<file path="src/rtl/ctrl_pkg.sv">
// rtl/ctrl_pkg.sv - shared states, opcodes and instruction field helpers for ctrl_unit_fsm_p
package ctrl_pkg;

    typedef enum logic [4:0] {
        S_RESET  = 5'd0,
        S_LDADDR = 5'd1,
        S_MWAIT  = 5'd2,
        S_FETCH  = 5'd3,
        S_DECODE = 5'd4,
        S_MV     = 5'd5,
        S_NOP    = 5'd6,
        S_MVI_A  = 5'd7,
        S_MVI_W  = 5'd8,
        S_MVI_D  = 5'd9,
        S_AL1    = 5'd10,
        S_AL2    = 5'd11,
        S_AL3    = 5'd12,
        S_LD_A   = 5'd13,
        S_LD_W   = 5'd14,
        S_LD_D   = 5'd15,
        S_ST1    = 5'd16,
        S_ST2    = 5'd17,
        S_ST3    = 5'd18,
        S_F1     = 5'd19,
        S_F2     = 5'd20,
        S_FW     = 5'd21,
        S_F3     = 5'd22,
        S_FERR   = 5'd23,
        S_HALT   = 5'd24,
        S_ILL    = 5'd25
    } state_t;

    typedef enum logic [3:0] {
        OP_MV   = 4'd0,
        OP_MVI  = 4'd1,
        OP_ADD  = 4'd2,
        OP_SUB  = 4'd3,
        OP_LD   = 4'd4,
        OP_ST   = 4'd5,
        OP_MVNZ = 4'd6,
        OP_ADDF = 4'd7,
        OP_SUBF = 4'd8,
        OP_HALT = 4'd9
    } opcode_t;

    localparam int OPC_W = 4;

    // Instruction layout: opcode above X, X above Y, each register field SEL_W bits.
    function automatic int opc_lsb(input int sel_w);
        return 2 * sel_w;
    endfunction

    function automatic int x_lsb(input int sel_w);
        return sel_w;
    endfunction

endpackage

</file>
<file path="src/rtl/ctrl_unit_fsm_p_if.sv">
// rtl/ctrl_unit_fsm_p_if.sv - memory, datapath and FPU control bundle around the control unit
interface ctrl_unit_fsm_p_if #(
    parameter int NUM_REGS = 8,
    parameter int IW       = 4 + 2 * $clog2(NUM_REGS)
);
    logic [IW-1:0]       din;
    logic                g_nz;
    logic                fpu_done;
    logic [IW-1:0]       ir;
    logic [4:0]          state;
    logic [NUM_REGS-1:0] reg_in;
    logic [NUM_REGS-1:0] reg_out;
    logic                din_out, a_in, g_in, g_out, add_sub;
    logic                af_in, gf_in, gf_out, fpu_sub, fpu_start;
    logic                addr_in, dout_in, w_d, incr_pc;
    logic                ir_in, done, halted, illegal, fpu_err;

    modport master (
        input  din, g_nz, fpu_done,
        output ir, state, reg_in, reg_out,
        output din_out, a_in, g_in, g_out, add_sub,
        output af_in, gf_in, gf_out, fpu_sub, fpu_start,
        output addr_in, dout_in, w_d, incr_pc,
        output ir_in, done, halted, illegal, fpu_err
    );

    modport slave (
        output din, g_nz, fpu_done,
        input  ir, state, reg_in, reg_out,
        input  din_out, a_in, g_in, g_out, add_sub,
        input  af_in, gf_in, gf_out, fpu_sub, fpu_start,
        input  addr_in, dout_in, w_d, incr_pc,
        input  ir_in, done, halted, illegal, fpu_err
    );
endinterface

</file>
<file path="src/rtl/decoder_n.sv">
// rtl/decoder_n.sv - binary register select to one-hot enable vector
module decoder_n #(
    parameter int SEL_W = 3,
    parameter int N     = 1 << SEL_W
) (
    input  logic [SEL_W-1:0] sel,
    output logic [N-1:0]     onehot
);
    always_comb begin
        onehot      = '0;
        onehot[sel] = 1'b1;
    end
endmodule

</file>
<file path="src/rtl/ctrl_unit_fsm_p.sv">
// rtl/ctrl_unit_fsm_p.sv - multi-cycle fetch/decode/execute sequencer for integer datapath and FPU
module ctrl_unit_fsm_p
    import ctrl_pkg::*;
#(
    parameter int NUM_REGS = 8,
    parameter int SEL_W    = $clog2(NUM_REGS),
    parameter int IW       = 4 + 2 * SEL_W,
    parameter int MEM_LAT  = 2,
    parameter int FPU_TMO  = 15
) (
    input logic           clk,
    input logic           rst,
    ctrl_unit_fsm_p_if.master bus
);
    localparam int OPC_LSB   = opc_lsb(SEL_W);
    localparam int X_LSB     = x_lsb(SEL_W);
    localparam int CNT_TOP   = (MEM_LAT > FPU_TMO) ? MEM_LAT : FPU_TMO;
    localparam int CNT_W     = $clog2(CNT_TOP + 1);
    localparam logic [CNT_W-1:0] MEM_LAST = CNT_W'(MEM_LAT - 1);
    localparam logic [CNT_W-1:0] FPU_LAST = CNT_W'(FPU_TMO - 1);
    localparam logic [NUM_REGS-1:0] PC_OH = {1'b1, {(NUM_REGS-1){1'b0}}};

    state_t              state_q, state_d;
    logic [IW-1:0]       ir_q;
    logic [CNT_W-1:0]    cnt_q;
    logic [OPC_W-1:0]    opc;
    logic [SEL_W-1:0]    x_sel, y_sel;
    logic [NUM_REGS-1:0] x_oh, y_oh;

    logic x_wr, x_rd, y_rd, pc_rd;
    logic din_out, a_in, g_in, g_out, add_sub;
    logic af_in, gf_in, gf_out, fpu_sub, fpu_start;
    logic addr_in, dout_in, w_d, incr_pc;
    logic ir_in, done, halted, illegal, fpu_err;

    assign opc   = ir_q[OPC_LSB +: OPC_W];
    assign x_sel = ir_q[X_LSB +: SEL_W];
    assign y_sel = ir_q[0 +: SEL_W];

    decoder_n #(.SEL_W(SEL_W), .N(NUM_REGS)) u_dec_x (.sel(x_sel), .onehot(x_oh));
    decoder_n #(.SEL_W(SEL_W), .N(NUM_REGS)) u_dec_y (.sel(y_sel), .onehot(y_oh));

    always_ff @(posedge clk) begin
        if (rst) begin
            state_q <= S_RESET;
            ir_q    <= '0;
        end else begin
            state_q <= state_d;
            if (state_q == S_FETCH) begin
                ir_q <= bus.din;
            end
        end
    end

    // Wait counter restarts at zero on every state change and saturates while a state is held.
    always_ff @(posedge clk) begin
        if (rst || (state_d != state_q)) begin
            cnt_q <= '0;
        end else if (cnt_q != '1) begin
            cnt_q <= cnt_q + 1'b1;
        end
    end

    always_comb begin
        state_d   = state_q;
        x_wr      = 1'b0;
        x_rd      = 1'b0;
        y_rd      = 1'b0;
        pc_rd     = 1'b0;
        din_out   = 1'b0;
        a_in      = 1'b0;
        g_in      = 1'b0;
        g_out     = 1'b0;
        add_sub   = 1'b0;
        af_in     = 1'b0;
        gf_in     = 1'b0;
        gf_out    = 1'b0;
        fpu_sub   = 1'b0;
        fpu_start = 1'b0;
        addr_in   = 1'b0;
        dout_in   = 1'b0;
        w_d       = 1'b0;
        incr_pc   = 1'b0;
        ir_in     = 1'b0;
        done      = 1'b0;
        halted    = 1'b0;
        illegal   = 1'b0;
        fpu_err   = 1'b0;

        case (state_q)
            S_RESET: state_d = S_LDADDR;
            S_LDADDR: begin
                pc_rd   = 1'b1;
                addr_in = 1'b1;
                state_d = S_MWAIT;
            end
            S_MWAIT: begin
                incr_pc = (cnt_q == '0);
                if (cnt_q == MEM_LAST) state_d = S_FETCH;
            end
            S_FETCH: begin
                ir_in   = 1'b1;
                state_d = S_DECODE;
            end
            S_DECODE: begin
                case (opc)
                    OP_MV:   state_d = S_MV;
                    OP_MVI:  state_d = S_MVI_A;
                    OP_ADD,
                    OP_SUB:  state_d = S_AL1;
                    OP_LD:   state_d = S_LD_A;
                    OP_ST:   state_d = S_ST1;
                    // g_nz is sampled here so the move cycle stays a pure function of state.
                    OP_MVNZ: state_d = bus.g_nz ? S_MV : S_NOP;
                    OP_ADDF,
                    OP_SUBF: state_d = S_F1;
                    OP_HALT: state_d = S_HALT;
                    default: state_d = S_ILL;
                endcase
            end
            S_MV: begin
                y_rd    = 1'b1;
                x_wr    = 1'b1;
                done    = 1'b1;
                state_d = S_LDADDR;
            end
            S_NOP: begin
                done    = 1'b1;
                state_d = S_LDADDR;
            end
            S_MVI_A: begin
                pc_rd   = 1'b1;
                addr_in = 1'b1;
                state_d = S_MVI_W;
            end
            S_MVI_W: if (cnt_q == MEM_LAST) state_d = S_MVI_D;
            S_MVI_D: begin
                din_out = 1'b1;
                x_wr    = 1'b1;
                incr_pc = 1'b1;
                done    = 1'b1;
                state_d = S_LDADDR;
            end
            S_AL1: begin
                x_rd    = 1'b1;
                a_in    = 1'b1;
                state_d = S_AL2;
            end
            S_AL2: begin
                y_rd    = 1'b1;
                g_in    = 1'b1;
                add_sub = opc[0];
                state_d = S_AL3;
            end
            S_AL3: begin
                g_out   = 1'b1;
                x_wr    = 1'b1;
                done    = 1'b1;
                state_d = S_LDADDR;
            end
            S_LD_A: begin
                y_rd    = 1'b1;
                addr_in = 1'b1;
                state_d = S_LD_W;
            end
            S_LD_W: if (cnt_q == MEM_LAST) state_d = S_LD_D;
            S_LD_D: begin
                din_out = 1'b1;
                x_wr    = 1'b1;
                done    = 1'b1;
                state_d = S_LDADDR;
            end
            S_ST1: begin
                x_rd    = 1'b1;
                dout_in = 1'b1;
                state_d = S_ST2;
            end
            S_ST2: begin
                y_rd    = 1'b1;
                addr_in = 1'b1;
                state_d = S_ST3;
            end
            S_ST3: begin
                w_d     = 1'b1;
                done    = 1'b1;
                state_d = S_LDADDR;
            end
            S_F1: begin
                x_rd    = 1'b1;
                af_in   = 1'b1;
                state_d = S_F2;
            end
            S_F2: begin
                y_rd      = 1'b1;
                gf_in     = 1'b1;
                fpu_start = 1'b1;
                fpu_sub   = (opc == OP_SUBF);
                state_d   = bus.fpu_done ? S_F3 : S_FW;
            end
            S_FW: begin
                fpu_sub = (opc == OP_SUBF);
                if (bus.fpu_done)           state_d = S_F3;
                else if (cnt_q == FPU_LAST) state_d = S_FERR;
            end
            S_F3: begin
                gf_out  = 1'b1;
                x_wr    = 1'b1;
                done    = 1'b1;
                state_d = S_LDADDR;
            end
            S_FERR: begin
                fpu_err = 1'b1;
                done    = 1'b1;
                state_d = S_LDADDR;
            end
            S_HALT: halted = 1'b1;
            S_ILL: begin
                illegal = 1'b1;
                done    = 1'b1;
                state_d = S_LDADDR;
            end
            default: state_d = S_RESET;
        endcase
    end

    assign bus.ir        = ir_q;
    assign bus.state     = state_q;
    assign bus.reg_in    = x_wr ? x_oh : '0;
    assign bus.reg_out   = (x_rd ? x_oh : '0) | (y_rd ? y_oh : '0) | (pc_rd ? PC_OH : '0);
    assign bus.din_out   = din_out;
    assign bus.a_in      = a_in;
    assign bus.g_in      = g_in;
    assign bus.g_out     = g_out;
    assign bus.add_sub   = add_sub;
    assign bus.af_in     = af_in;
    assign bus.gf_in     = gf_in;
    assign bus.gf_out    = gf_out;
    assign bus.fpu_sub   = fpu_sub;
    assign bus.fpu_start = fpu_start;
    assign bus.addr_in   = addr_in;
    assign bus.dout_in   = dout_in;
    assign bus.w_d       = w_d;
    assign bus.incr_pc   = incr_pc;
    assign bus.ir_in     = ir_in;
    assign bus.done      = done;
    assign bus.halted    = halted;
    assign bus.illegal   = illegal;
    assign bus.fpu_err   = fpu_err;

endmodule

</file>
<file path="src/flat_wrapper.sv">
// flat-port wrapper written by rule: the top's interface ports become plain ports
module ctrl_unit_fsm_p_flat import ctrl_pkg::*;
#(
    parameter int NUM_REGS = 8,
    parameter int SEL_W    = $clog2(NUM_REGS),
    parameter int IW       = 4 + 2 * SEL_W,
    parameter int MEM_LAT  = 2,
    parameter int FPU_TMO  = 15
)
  (clk, rst, bus_din, bus_g_nz, bus_fpu_done, bus_ir, bus_state, bus_reg_in, bus_reg_out, bus_din_out, bus_a_in, bus_g_in, bus_g_out, bus_add_sub, bus_af_in, bus_gf_in, bus_gf_out, bus_fpu_sub, bus_fpu_start, bus_addr_in, bus_dout_in, bus_w_d, bus_incr_pc, bus_ir_in, bus_done, bus_halted, bus_illegal, bus_fpu_err);
  ctrl_unit_fsm_p_if #(.NUM_REGS(NUM_REGS), .IW(IW)) bus_i ();
  input logic clk;
  input logic rst;
  input wire logic [$bits(bus_i.din)-1:0] bus_din;
  input wire logic [$bits(bus_i.g_nz)-1:0] bus_g_nz;
  input wire logic [$bits(bus_i.fpu_done)-1:0] bus_fpu_done;
  output wire logic [$bits(bus_i.ir)-1:0] bus_ir;
  output wire logic [$bits(bus_i.state)-1:0] bus_state;
  output wire logic [$bits(bus_i.reg_in)-1:0] bus_reg_in;
  output wire logic [$bits(bus_i.reg_out)-1:0] bus_reg_out;
  output wire logic [$bits(bus_i.din_out)-1:0] bus_din_out;
  output wire logic [$bits(bus_i.a_in)-1:0] bus_a_in;
  output wire logic [$bits(bus_i.g_in)-1:0] bus_g_in;
  output wire logic [$bits(bus_i.g_out)-1:0] bus_g_out;
  output wire logic [$bits(bus_i.add_sub)-1:0] bus_add_sub;
  output wire logic [$bits(bus_i.af_in)-1:0] bus_af_in;
  output wire logic [$bits(bus_i.gf_in)-1:0] bus_gf_in;
  output wire logic [$bits(bus_i.gf_out)-1:0] bus_gf_out;
  output wire logic [$bits(bus_i.fpu_sub)-1:0] bus_fpu_sub;
  output wire logic [$bits(bus_i.fpu_start)-1:0] bus_fpu_start;
  output wire logic [$bits(bus_i.addr_in)-1:0] bus_addr_in;
  output wire logic [$bits(bus_i.dout_in)-1:0] bus_dout_in;
  output wire logic [$bits(bus_i.w_d)-1:0] bus_w_d;
  output wire logic [$bits(bus_i.incr_pc)-1:0] bus_incr_pc;
  output wire logic [$bits(bus_i.ir_in)-1:0] bus_ir_in;
  output wire logic [$bits(bus_i.done)-1:0] bus_done;
  output wire logic [$bits(bus_i.halted)-1:0] bus_halted;
  output wire logic [$bits(bus_i.illegal)-1:0] bus_illegal;
  output wire logic [$bits(bus_i.fpu_err)-1:0] bus_fpu_err;
  assign bus_i.din = bus_din;
  assign bus_i.g_nz = bus_g_nz;
  assign bus_i.fpu_done = bus_fpu_done;
  assign bus_ir = bus_i.ir;
  assign bus_state = bus_i.state;
  assign bus_reg_in = bus_i.reg_in;
  assign bus_reg_out = bus_i.reg_out;
  assign bus_din_out = bus_i.din_out;
  assign bus_a_in = bus_i.a_in;
  assign bus_g_in = bus_i.g_in;
  assign bus_g_out = bus_i.g_out;
  assign bus_add_sub = bus_i.add_sub;
  assign bus_af_in = bus_i.af_in;
  assign bus_gf_in = bus_i.gf_in;
  assign bus_gf_out = bus_i.gf_out;
  assign bus_fpu_sub = bus_i.fpu_sub;
  assign bus_fpu_start = bus_i.fpu_start;
  assign bus_addr_in = bus_i.addr_in;
  assign bus_dout_in = bus_i.dout_in;
  assign bus_w_d = bus_i.w_d;
  assign bus_incr_pc = bus_i.incr_pc;
  assign bus_ir_in = bus_i.ir_in;
  assign bus_done = bus_i.done;
  assign bus_halted = bus_i.halted;
  assign bus_illegal = bus_i.illegal;
  assign bus_fpu_err = bus_i.fpu_err;
  ctrl_unit_fsm_p #(.NUM_REGS(NUM_REGS), .SEL_W(SEL_W), .IW(IW), .MEM_LAT(MEM_LAT), .FPU_TMO(FPU_TMO)) u_core (.clk(clk), .rst(rst), .bus(bus_i));
endmodule
</file>
<file path="config.mk">
export PLATFORM = sky130hd
export DESIGN_NAME = ctrl_unit_fsm_p_flat
export DESIGN_NICKNAME = d
export VERILOG_FILES = /design/src/rtl/ctrl_pkg.sv /design/src/rtl/ctrl_unit_fsm_p_if.sv /design/src/rtl/decoder_n.sv /design/src/rtl/ctrl_unit_fsm_p.sv /design/src/flat_wrapper.sv
export SDC_FILE = /design/constraint.sdc
export NUM_CORES = 1
export LEC_CHECK = 0
export BUFFER_PORTS_ARGS = -buffer_cell sky130_fd_sc_hd__buf_2
export CORE_MARGIN = 3
export CORE_UTILIZATION = 40
export DETAILED_ROUTE_END_ITERATION = 10
export GPL_ROUTABILITY_DRIVEN = 0
export GPL_TIMING_DRIVEN = 1
export PLACE_DENSITY = 0.69
export SYNTH_ARGS = -nofsm -noshare
export SYNTH_HDL_FRONTEND = slang
export SYNTH_SLANG_ARGS = --single-unit
</file>
<file path="constraint.sdc">
create_clock -name clk -period 2 [get_ports clk]
set_input_delay 0.1 -clock clk [delete_from_list [all_inputs] [get_ports clk]]
set_output_delay 0.1 -clock clk [all_outputs]
set_load 0.03 [all_outputs]
</file>
==> metrics <==
outcome finished, violations left; violated checks setup timing; setup total negative slack -0.331 ns; Core ar. 0.00417 mm^2; Die Height 73.0 um; initial antenna violation count 0; max capacitance violation total 0; largest net degree at the start of global routing 20; Iteration-0 DRC Markers 177; I/O pin cnt 64; Yosys Warn Count 0; Int Power 1.55 mW; CP max FO 6; clock sinks 19; Gate power share 0.718; Clock Latency Late Sink 0.26 ns; crit path DAT 1.98 ns; Hold WC Path Type input port to flip-flop; cell area after synthesis 0.00180 mm^2; startpoint types flip-flop; area grow syn2layout 58.5%; first-pass GRT wire length 9.63 mm; Routed Wire Length 6.57 mm; Crit path largest cell delay 0.43 ns; fillers 323; initial core utilization 0.430; critical-path cell list nand2b_1 > or3_4 > a21oi_4 > nand2_2 > o32ai_2 > buf_4; WL/cell 16.3 um; worst setup margin -0.0799 ns; maximum operating frequency 481 MHz; DR vias 2321; critical path type flip-flop to primary output; Most used DFF post-synth dfxtp_1; DP Area 0.00241 mm^2; Pwr Total 2.96 mW; CTS Hold Bufs 0; port bufs 63; n_diodes 0; CTS tree yes; EDFF count, synth 0; Final Skew 0.00627 ns; nets 372; Syn Nets 270; Pleak 1.27 nW; Seq/Total Area, Yosys 0.212; hpwl dp 4.49 mm; grt ovf 0; clock buffer count from CTS 3; Yosys reg bits 19; vias in the first global route 2034; drt drc 0; die width 73.0 um; Final Non-Filler Cells 403; Clk pwr share 0.093; Min Hold Slack 0.0687 ns; Die ar. 0.00533 mm^2; Util after Layout 0.682; dpl cells 380; Setup violations, final 11; Critical-path top delay cell or3_4; final period utilization 1.04; Hold Violations, Final 0; drt first pass iters 5; gr usage total 0.228; critical path's top delay family simple AND/OR/NAND/NOR gates; average size of a mapped cell 7.12 um^2; final antenna-violating net count 0; Worst-Margin Slew 0.330 ns; sequential power share 0.189; Synth async-reset ratio 0; Max clock buf depth 2; DR vias/cell 5.76; Synth cell types 53; P_sw 1.41 mW; RSZ-0062 raised after global routing yes; CTS H-tree depth 1; worst path required time 1.90 ns; # rows 23; pre-CTS WS 0.0316 ns; Final Slew Violations 0; share of cells above drive strength 1 0.490; CTS root buf clkbuf_8; Worst Setup End Kind primary output; Rel. slew slack 0.780; Final Cell Area 0.00285 mm^2; Mapped Cells 252; Power Density 1040 mW/mm^2; worst vdd ir 0.536 mV; min Tclk post-route 2.08 ns; Sw Ratio 0.476; Buf+Inv Stages, Crit Path 1; Clock Pin Slew Worst Setup and Hold Paths 0.07 ns
-- synthesized netlist by cell type (2+ instances only) --
cell	number	share of area
inv_1	7	0.015
and3_1	4	0.014
nand3b_1	3	0.013
nor3_1	7	0.020
a21oi_1	19	0.053
o221ai_1	2	0.0098
o22ai_1	8	0.028
nand3_1	5	0.014
o211ai_1	3	0.013
a211oi_1	4	0.017
nor2b_1	5	0.017
a31oi_1	3	0.010
and2_1	2	0.0070
or3_1	3	0.010
nand2b_1	13	0.045
buf_4	2	0.0084
xnor2_1	2	0.0098
mux2i_1	12	0.067
o32ai_1	2	0.0098
o21ai_0	7	0.020
nor3_2	3	0.017
nand2_1	21	0.044
a32oi_1	2	0.0098
nor4b_1	2	0.0098
a21o_1	2	0.0084
clkbuf_1	7	0.015
buf_2	6	0.017
ha_1	4	0.028
dfxtp_1	19	0.21
or2_2	5	0.017
a22oi_1	3	0.013
buf_1	3	0.0063
nor2_1	42	0.088
-- sequential cells by signal (all words and copies together), names as in the netlist --
register / count
u_core.bus.ir: 10
u_core.bus.state: 5
u_core.cnt_q: 4
-- power by group through the flow --
stage	Combinational (mW)	Clock, mW	Sequential (mW)
after CTS	1.83	0.277	0.554
after global placement	1.67	0	0.563
after detailed placement	1.68	0	0.564
final	2.13	0.274	0.561
after global routing	2.27	0.293	0.568
after floorplan	1.10	0	0.609
-- worst paths after layout --
kind                                           from               end  slack, ns  cells after the start
worst min register to register     u_core.bus.ir[3]  u_core.bus.ir[3]       0.58                      2
worst max register to register  u_core.bus.state[3]   u_core.cnt_q[3]      -0.03                      7
worst max-delay path            u_core.bus.state[3]    bus_reg_out[2]      -0.08                      6
worst min-delay path                     bus_din[1]  u_core.bus.ir[1]       0.07                      3
-- area by class of cell --
cell class	count	area, um^2	share of cell area
clock buffer	4	45.0	0.0158
inverter	8	30.0	0.0105
multi-input combinational	207	1530	0.536
sequential	19	397	0.139
tap	50	62.6	0.0220
timing repair buffer	115	787	0.276
-- layer usage --
| layer | vias to the layer above | track usage | part of all wire |
|---|---|---|---|
| li1 | 1107 | - | - |
| met1 | 1063 | 0.323 | 0.43 |
| met2 | 129 | 0.350 | 0.46 |
| met3 | 22 | 0.0344 | 0.082 |
| met4 | 0 | 0.0820 | 0.031 |
| met5 | - | 0 | 0 |
-- worst min-delay path, cell delays in order --
cell,delay (ns)
buf_2,0.07
mux2i_1,0.05
nor2_1,0.07
-- what timing repair did --
action | CTS | global route
pin swaps | 9 | 7
resized for setup | 38 | 24
endpoints found under the setup margin | 15 | 19
setup buffers | 8 | 11
-- logic make-up after synthesis --
kind of cell	Yosys count	synth area share
multiplexers	13	0.0746
XOR/XNOR	3	0.0146
AO/OA/AOI/OAI	63	0.248
buffers and inverters	26	0.0627
flip-flops	19	0.212
adder cells (fa/ha/maj)	4	0.0279
AND/OR/NAND/NOR	124	0.360
-- cells in the final DEF, fill, tap and decap left out, types with 3 or more instances in the layout --
| cell type | netlist | layout |
|---|---|---|
| or2_4 | 0 | 3 |
| a21oi_1 | 19 | 18 |
| o22ai_1 | 8 | 5 |
| dfxtp_4 | 0 | 4 |
| nand3b_1 | 3 | 3 |
| clkbuf_8 | 0 | 3 |
| dfxtp_1 | 19 | 14 |
| o22ai_2 | 0 | 3 |
| nor2b_1 | 5 | 3 |
| nor3_1 | 7 | 5 |
| buf_6 | 0 | 7 |
| nor3_2 | 3 | 4 |
| ha_1 | 4 | 4 |
| nor2_4 | 0 | 5 |
| and3_1 | 4 | 4 |
| o211ai_1 | 3 | 3 |
| nand2b_1 | 13 | 11 |
| buf_4 | 2 | 55 |
| nand2_1 | 21 | 18 |
| a211oi_1 | 4 | 3 |
| nor2_1 | 42 | 34 |
| inv_1 | 7 | 6 |
| o21ai_0 | 7 | 7 |
| nor2_2 | 1 | 4 |
| buf_2 | 6 | 49 |
| a31oi_1 | 3 | 3 |
| mux2i_1 | 12 | 12 |
| nand3_1 | 5 | 5 |
(Power assumes the default switching activity.)
